`src/rtl/control_unit.sv`:
```
// Main decoder: turns the 6-bit instruction opcode into registered datapath
// control strobes. Decode is captured on an enabled rising edge (one-cycle
// latency); a low enable freezes every output. Opcodes outside the supported
// set decode to an all-zero NOP, including the forwarded ALU opcode.
module control_unit (
  input  logic       i_clock,
  input  logic       i_reset,
  input  logic       i_enable,
  input  logic [5:0] i_opcode,
  output logic       o_reg_dest,
  output logic [5:0] o_alu_op,
  output logic       o_alu_src,
  output logic       o_mem_read,
  output logic       o_mem_write,
  output logic       o_branch,
  output logic       o_reg_write,
  output logic       o_mem_to_reg,
  output logic       o_byte_en,
  output logic       o_halfword_en,
  output logic       o_word_en
);

  localparam logic [5:0] OP_RTYPE = 6'h00;
  localparam logic [5:0] OP_BEQ   = 6'h04;
  localparam logic [5:0] OP_BNE   = 6'h05;
  localparam logic [5:0] OP_ADDI  = 6'h08;
  localparam logic [5:0] OP_SLTI  = 6'h0a;
  localparam logic [5:0] OP_ANDI  = 6'h0c;
  localparam logic [5:0] OP_ORI   = 6'h0d;
  localparam logic [5:0] OP_XORI  = 6'h0e;
  localparam logic [5:0] OP_LUI   = 6'h0f;
  localparam logic [5:0] OP_LB    = 6'h20;
  localparam logic [5:0] OP_LH    = 6'h21;
  localparam logic [5:0] OP_LHU   = 6'h22;
  localparam logic [5:0] OP_LW    = 6'h23;
  localparam logic [5:0] OP_LWU   = 6'h24;
  localparam logic [5:0] OP_LBU   = 6'h25;
  localparam logic [5:0] OP_SB    = 6'h28;
  localparam logic [5:0] OP_SH    = 6'h29;
  localparam logic [5:0] OP_SW    = 6'h2b;

  logic       regDest_d,    regDest_q;
  logic [5:0] aluOp_d,      aluOp_q;
  logic       aluSrc_d,     aluSrc_q;
  logic       memRead_d,    memRead_q;
  logic       memWrite_d,   memWrite_q;
  logic       branch_d,     branch_q;
  logic       regWrite_d,   regWrite_q;
  logic       memToReg_d,   memToReg_q;
  logic       byteEn_d,     byteEn_q;
  logic       halfwordEn_d, halfwordEn_q;
  logic       wordEn_d,     wordEn_q;

  // Combinational decode of the opcode; everything defaults to the NOP pattern
  // so unknown opcodes fall through with no side effects.
  always_comb begin
    regDest_d    = 1'b0;
    aluOp_d      = 6'h00;
    aluSrc_d     = 1'b0;
    memRead_d    = 1'b0;
    memWrite_d   = 1'b0;
    branch_d     = 1'b0;
    regWrite_d   = 1'b0;
    memToReg_d   = 1'b0;
    byteEn_d     = 1'b0;
    halfwordEn_d = 1'b0;
    wordEn_d     = 1'b0;
    case (i_opcode)
      OP_RTYPE: begin
        aluOp_d    = i_opcode;
        regDest_d  = 1'b1;
        regWrite_d = 1'b1;
      end
      OP_BEQ, OP_BNE: begin
        aluOp_d  = i_opcode;
        branch_d = 1'b1;
      end
      OP_ADDI, OP_SLTI, OP_ANDI, OP_ORI, OP_XORI, OP_LUI: begin
        aluOp_d    = i_opcode;
        aluSrc_d   = 1'b1;
        regWrite_d = 1'b1;
      end
      OP_LB, OP_LH, OP_LHU, OP_LW, OP_LWU, OP_LBU: begin
        aluOp_d      = i_opcode;
        aluSrc_d     = 1'b1;
        memRead_d    = 1'b1;
        regWrite_d   = 1'b1;
        memToReg_d   = 1'b1;
        byteEn_d     = (i_opcode == OP_LB)  || (i_opcode == OP_LBU);
        halfwordEn_d = (i_opcode == OP_LH)  || (i_opcode == OP_LHU);
        wordEn_d     = (i_opcode == OP_LW)  || (i_opcode == OP_LWU);
      end
      OP_SB, OP_SH, OP_SW: begin
        aluOp_d      = i_opcode;
        aluSrc_d     = 1'b1;
        memWrite_d   = 1'b1;
        byteEn_d     = (i_opcode == OP_SB);
        halfwordEn_d = (i_opcode == OP_SH);
        wordEn_d     = (i_opcode == OP_SW);
      end
      default: begin
        aluOp_d = 6'h00;
      end
    endcase
  end

  // Output registers: reset clears immediately, enable gates the capture of a new decode.
  always_ff @(posedge i_clock or posedge i_reset) begin
    if (i_reset) begin
      regDest_q    <= 1'b0;
      aluOp_q      <= 6'h00;
      aluSrc_q     <= 1'b0;
      memRead_q    <= 1'b0;
      memWrite_q   <= 1'b0;
      branch_q     <= 1'b0;
      regWrite_q   <= 1'b0;
      memToReg_q   <= 1'b0;
      byteEn_q     <= 1'b0;
      halfwordEn_q <= 1'b0;
      wordEn_q     <= 1'b0;
    end else if (i_enable) begin
      regDest_q    <= regDest_d;
      aluOp_q      <= aluOp_d;
      aluSrc_q     <= aluSrc_d;
      memRead_q    <= memRead_d;
      memWrite_q   <= memWrite_d;
      branch_q     <= branch_d;
      regWrite_q   <= regWrite_d;
      memToReg_q   <= memToReg_d;
      byteEn_q     <= byteEn_d;
      halfwordEn_q <= halfwordEn_d;
      wordEn_q     <= wordEn_d;
    end
  end

  assign o_reg_dest    = regDest_q;
  assign o_alu_op      = aluOp_q;
  assign o_alu_src     = aluSrc_q;
  assign o_mem_read    = memRead_q;
  assign o_mem_write   = memWrite_q;
  assign o_branch      = branch_q;
  assign o_reg_write   = regWrite_q;
  assign o_mem_to_reg  = memToReg_q;
  assign o_byte_en     = byteEn_q;
  assign o_halfword_en = halfwordEn_q;
  assign o_word_en     = wordEn_q;

endmodule

```
`config.mk`:
```
export PLATFORM = sky130hd
export DESIGN_NAME = control_unit
export DESIGN_NICKNAME = d
export VERILOG_FILES = /design/src/rtl/control_unit.sv
export SDC_FILE = /design/constraint.sdc
export NUM_CORES = 1
export LEC_CHECK = 0
export ABC_AREA = 1
export BUFFER_PORTS_ARGS = -buffer_cell sky130_fd_sc_hd__buf_4
export CAP_MARGIN = 40
export CORE_AREA = 2 2 41 57
export CTS_CLUSTER_DIAMETER = 100
export CTS_CLUSTER_SIZE = 20
export DETAILED_ROUTE_END_ITERATION = 8
export DIE_AREA = 0 0 43 59
export GPL_ROUTABILITY_DRIVEN = 0
export PLACE_DENSITY = 0.74
export SYNTH_ARGS = -nofsm -noshare
export SYNTH_HDL_FRONTEND = slang
export SYNTH_SLANG_ARGS = --single-unit
```
`constraint.sdc`:
```
create_clock -name i_clock -period 0.8 [get_ports i_clock]
set_input_delay 0.12 -clock i_clock [delete_from_list [all_inputs] [get_ports i_clock]]
set_output_delay 0.12 -clock i_clock [all_outputs]
set_load 0.02 [all_outputs]
```
==> results.md <==
* Syn Inst Count at 122
* Commonest non-fill, non-tap cell in the layout: nand2_1
* Highest-delay cell along the critical path: dfrtp_2
* GRT Overall Usage at 18.5%
* Port Buf Inserts at 24
* Max reg flops at 6
* Starting Density at a little over two fifths
* Static leakage at ~0.8 nW
* Startpoint Class: register
* PwrDens at between 1000 and 1500 nW/um2
* Syn avg cell area at 6.95 um2
* Multi-input combinational cell area at roughly 490 um2
* DRT antenna net count at 0
* Drt pass-1 iters at 4
* Seq/Total Area, Yosys at 44.2%
* Global route total overflow at 0
* DR vias at between 900 and 1000
* Root Driver: clkbuf_4
* Initial antenna violation count at 0
* Failing checks: negative setup slack
* Final WS setup at -271 ps
* Max cap viols at 0
* Diodes inserted at 0
* Met3 wire length at 57 um
* Sequential cell area at 377 um2
* CP bufs+invs at 2
* #FFs+latches synth at 15
* Layout Nets at about 180
* Clock transition at path regs at around 90 ps
* Fin. Hold Viols at 0
* Clock tree buffer depth at 2
* Logic pwr share at 30.7%
* Die Y at 59 um
* Layout Skew at 0 ps
* DR top layer: met4
* First-pass GRT wire length at ~3600 um
* Final setup viols at 18
* Slew HR at a little over four fifths
* Final period utilization at 134%
* Vias in the first global route at 910
* FP Rows at 19
* Layout cell share with drive strength beyond 1 at between 50% and 60%
* Worst min path class: input pin to register
* Setup crit end kind: primary output
* Yosys synthesis warning count at 0
* Peak supply drop at just over 800 uV
* # fillers at 168
* HPWL after detailed placement at 1550 um
* Most frequent cells in the layout: 37 x nand2_1, 29 x buf_4, 20 x buf_6
* CP max stage delay at roughly 430 ps
* Switching power at ~570 uW
* RSZ-0062 raised after global routing: yes
* Drt wl/cell at about 12 um
* DP Area at about 1100 um2
* CTS sink cnt at 15
* Residual DRC at 0
* Pwr Total at 1.84 mW
* Post-synth net total at 131
* Sequential Power Share at about 46%
* Most used cell along the critical path: buf_6
* Period minus WS final at ~1100 ps
* CTS tree: done
* Worst Tran Pin Value at roughly 240 ps
* H-tree depth at 1
* Yosys cell types at 18
* Crit path max-delay family: flip-flops
* Largest net degree at the start of global routing at 16
* IO Pins at 25
* Setup_tns at -2550 ps
* Mapped cell area at 848 um2
* Clock share of power at a little under a quarter
* Via density at between 4 and 5
* Status: finished with violations
* Final Cell Area at roughly 1400 um2
* Internal power at between 1 and 1.5 mW
* Switching Share at 31.1%
* Die extent in x at between 40 and 50 um
* Arrival time worst endpoint at 950 ps
* Fin. max-slew vios at 0
* Cell Chain, Critical Path: buf_6 -> buf_6
* Drt first-iter violations at 18
* Met2 routed WL at roughly 1400 um
* Fmax at between 900 and 1000 MHz
* Core area at between 1500 and 2000 um2
* Routed wire length at between 2000 and 2500 um
* TritonCTS Buffers at 3
* P&R area growth vs syn at 69.5%
* Clk_lat worst skew at slightly below 300 ps
* Crit path max fanout at 2
* Crit Path Category: register to primary output
* WL met1 at between 800 and 900 um
* Die area at between 2000 and 3000 um2
* Worst EP required at 680 ps
==> tightest hold or removal path, stage by stage <==
cell,delay (ps)
buf_4,110
nand2_1,60
nand2_1,60
==> metrics by stage <==
stage / cells / setup WS [ps] / hold WS [ps] / util, %
after floorplan: 122 / -55.9 / 21.4 / -
after global placement: 176 / -258 / 133 / 57.0
after detailed placement: 176 / -271 / 140 / 57.0
after CTS: 189 / -276 / 72.0 / 65.3
after global routing: 193 / -298 / 101 / 72.0
final: 193 / -271 / 103 / 72.0
==> cells in the mapped netlist, drive strengths merged <==
cell | count | area share (%)
inv | 15 | 6.6
nand3 | 10 | 7.1
clkinv | 1 | 0.44
o21ai | 9 | 5.3
a21oi | 2 | 1.2
clkbuf | 1 | 0.44
dfrtp | 15 | 44
buf | 3 | 3.1
nand3b | 1 | 0.89
or2 | 1 | 0.74
nand2 | 46 | 20
a21o | 1 | 0.89
nor2 | 17 | 8.7
==> kinds of logic after synthesis <==
| logic type | share of synthesized area, % |
|---|---|
| AO/OA/AOI/OAI | 7.37 |
| flip-flops | 44.2 |
| buffers and inverters | 10.6 |
| AND/OR/NAND/NOR | 37.8 |
==> cell type report <==
| cell class | count | share of cell area, % |
|---|---|---|
| Multi-Input combinational cell | 87 | 34.2 |
| Timing Repair Buffer | 50 | 31.5 |
| Sequential cell | 15 | 26.2 |
| Inverter | 16 | 4.35 |
| Tap cell | 21 | 1.83 |
| Clock buffer | 3 | 1.57 |
| Clock inverter | 1 | 0.348 |
==> final timing paths <==
kind,cells past startpoint,to,slack (ps),from
worst max-delay path,2,o_alu_src,-270,o_alu_src$_DFFE_PP0P_
worst min-delay path,3,o_alu_op[5]$_DFFE_PP0P_,100,i_enable
worst max register to register,3,o_alu_src$_DFFE_PP0P_,-60,o_alu_src$_DFFE_PP0P_
worst min register to register,2,o_alu_op[2]$_DFFE_PP0P_,510,o_alu_op[2]$_DFFE_PP0P_
max in group asynchronous,4,o_alu_src$_DFFE_PP0P_,230,i_reset
min in group asynchronous,4,o_halfword_en$_DFFE_PP0P_,380,i_reset
==> power by group through the flow <==
stage	Combinational (mW)	Sequential [mW]	Clock, mW
detailed placement	0.417	0.842	0
floorplan	0.176	0.895	0
finish	0.565	0.836	0.436
CTS	0.497	0.835	0.448
global placement	0.410	0.842	0
global route	0.609	0.841	0.498
==> timing repair <==
action / CTS / global route
buffers inserted: 8 / 5
hold buffers: 1 / 0
endpoints found under the setup margin: 17 / 25
hold endpoints to repair: 15 / 0
gates resized for setup: 18 / 30
pin swaps: 1 / 17
==> per-layer routing <==
layer  vias to the layer above  global-route usage, %
li1                        478                      -
met5                         -                      0
met1                       439                   19.5
met2                        23                   35.7
met3                         7                   1.83
met4                         0                   9.09
Power figures use the tool's default switching activity.
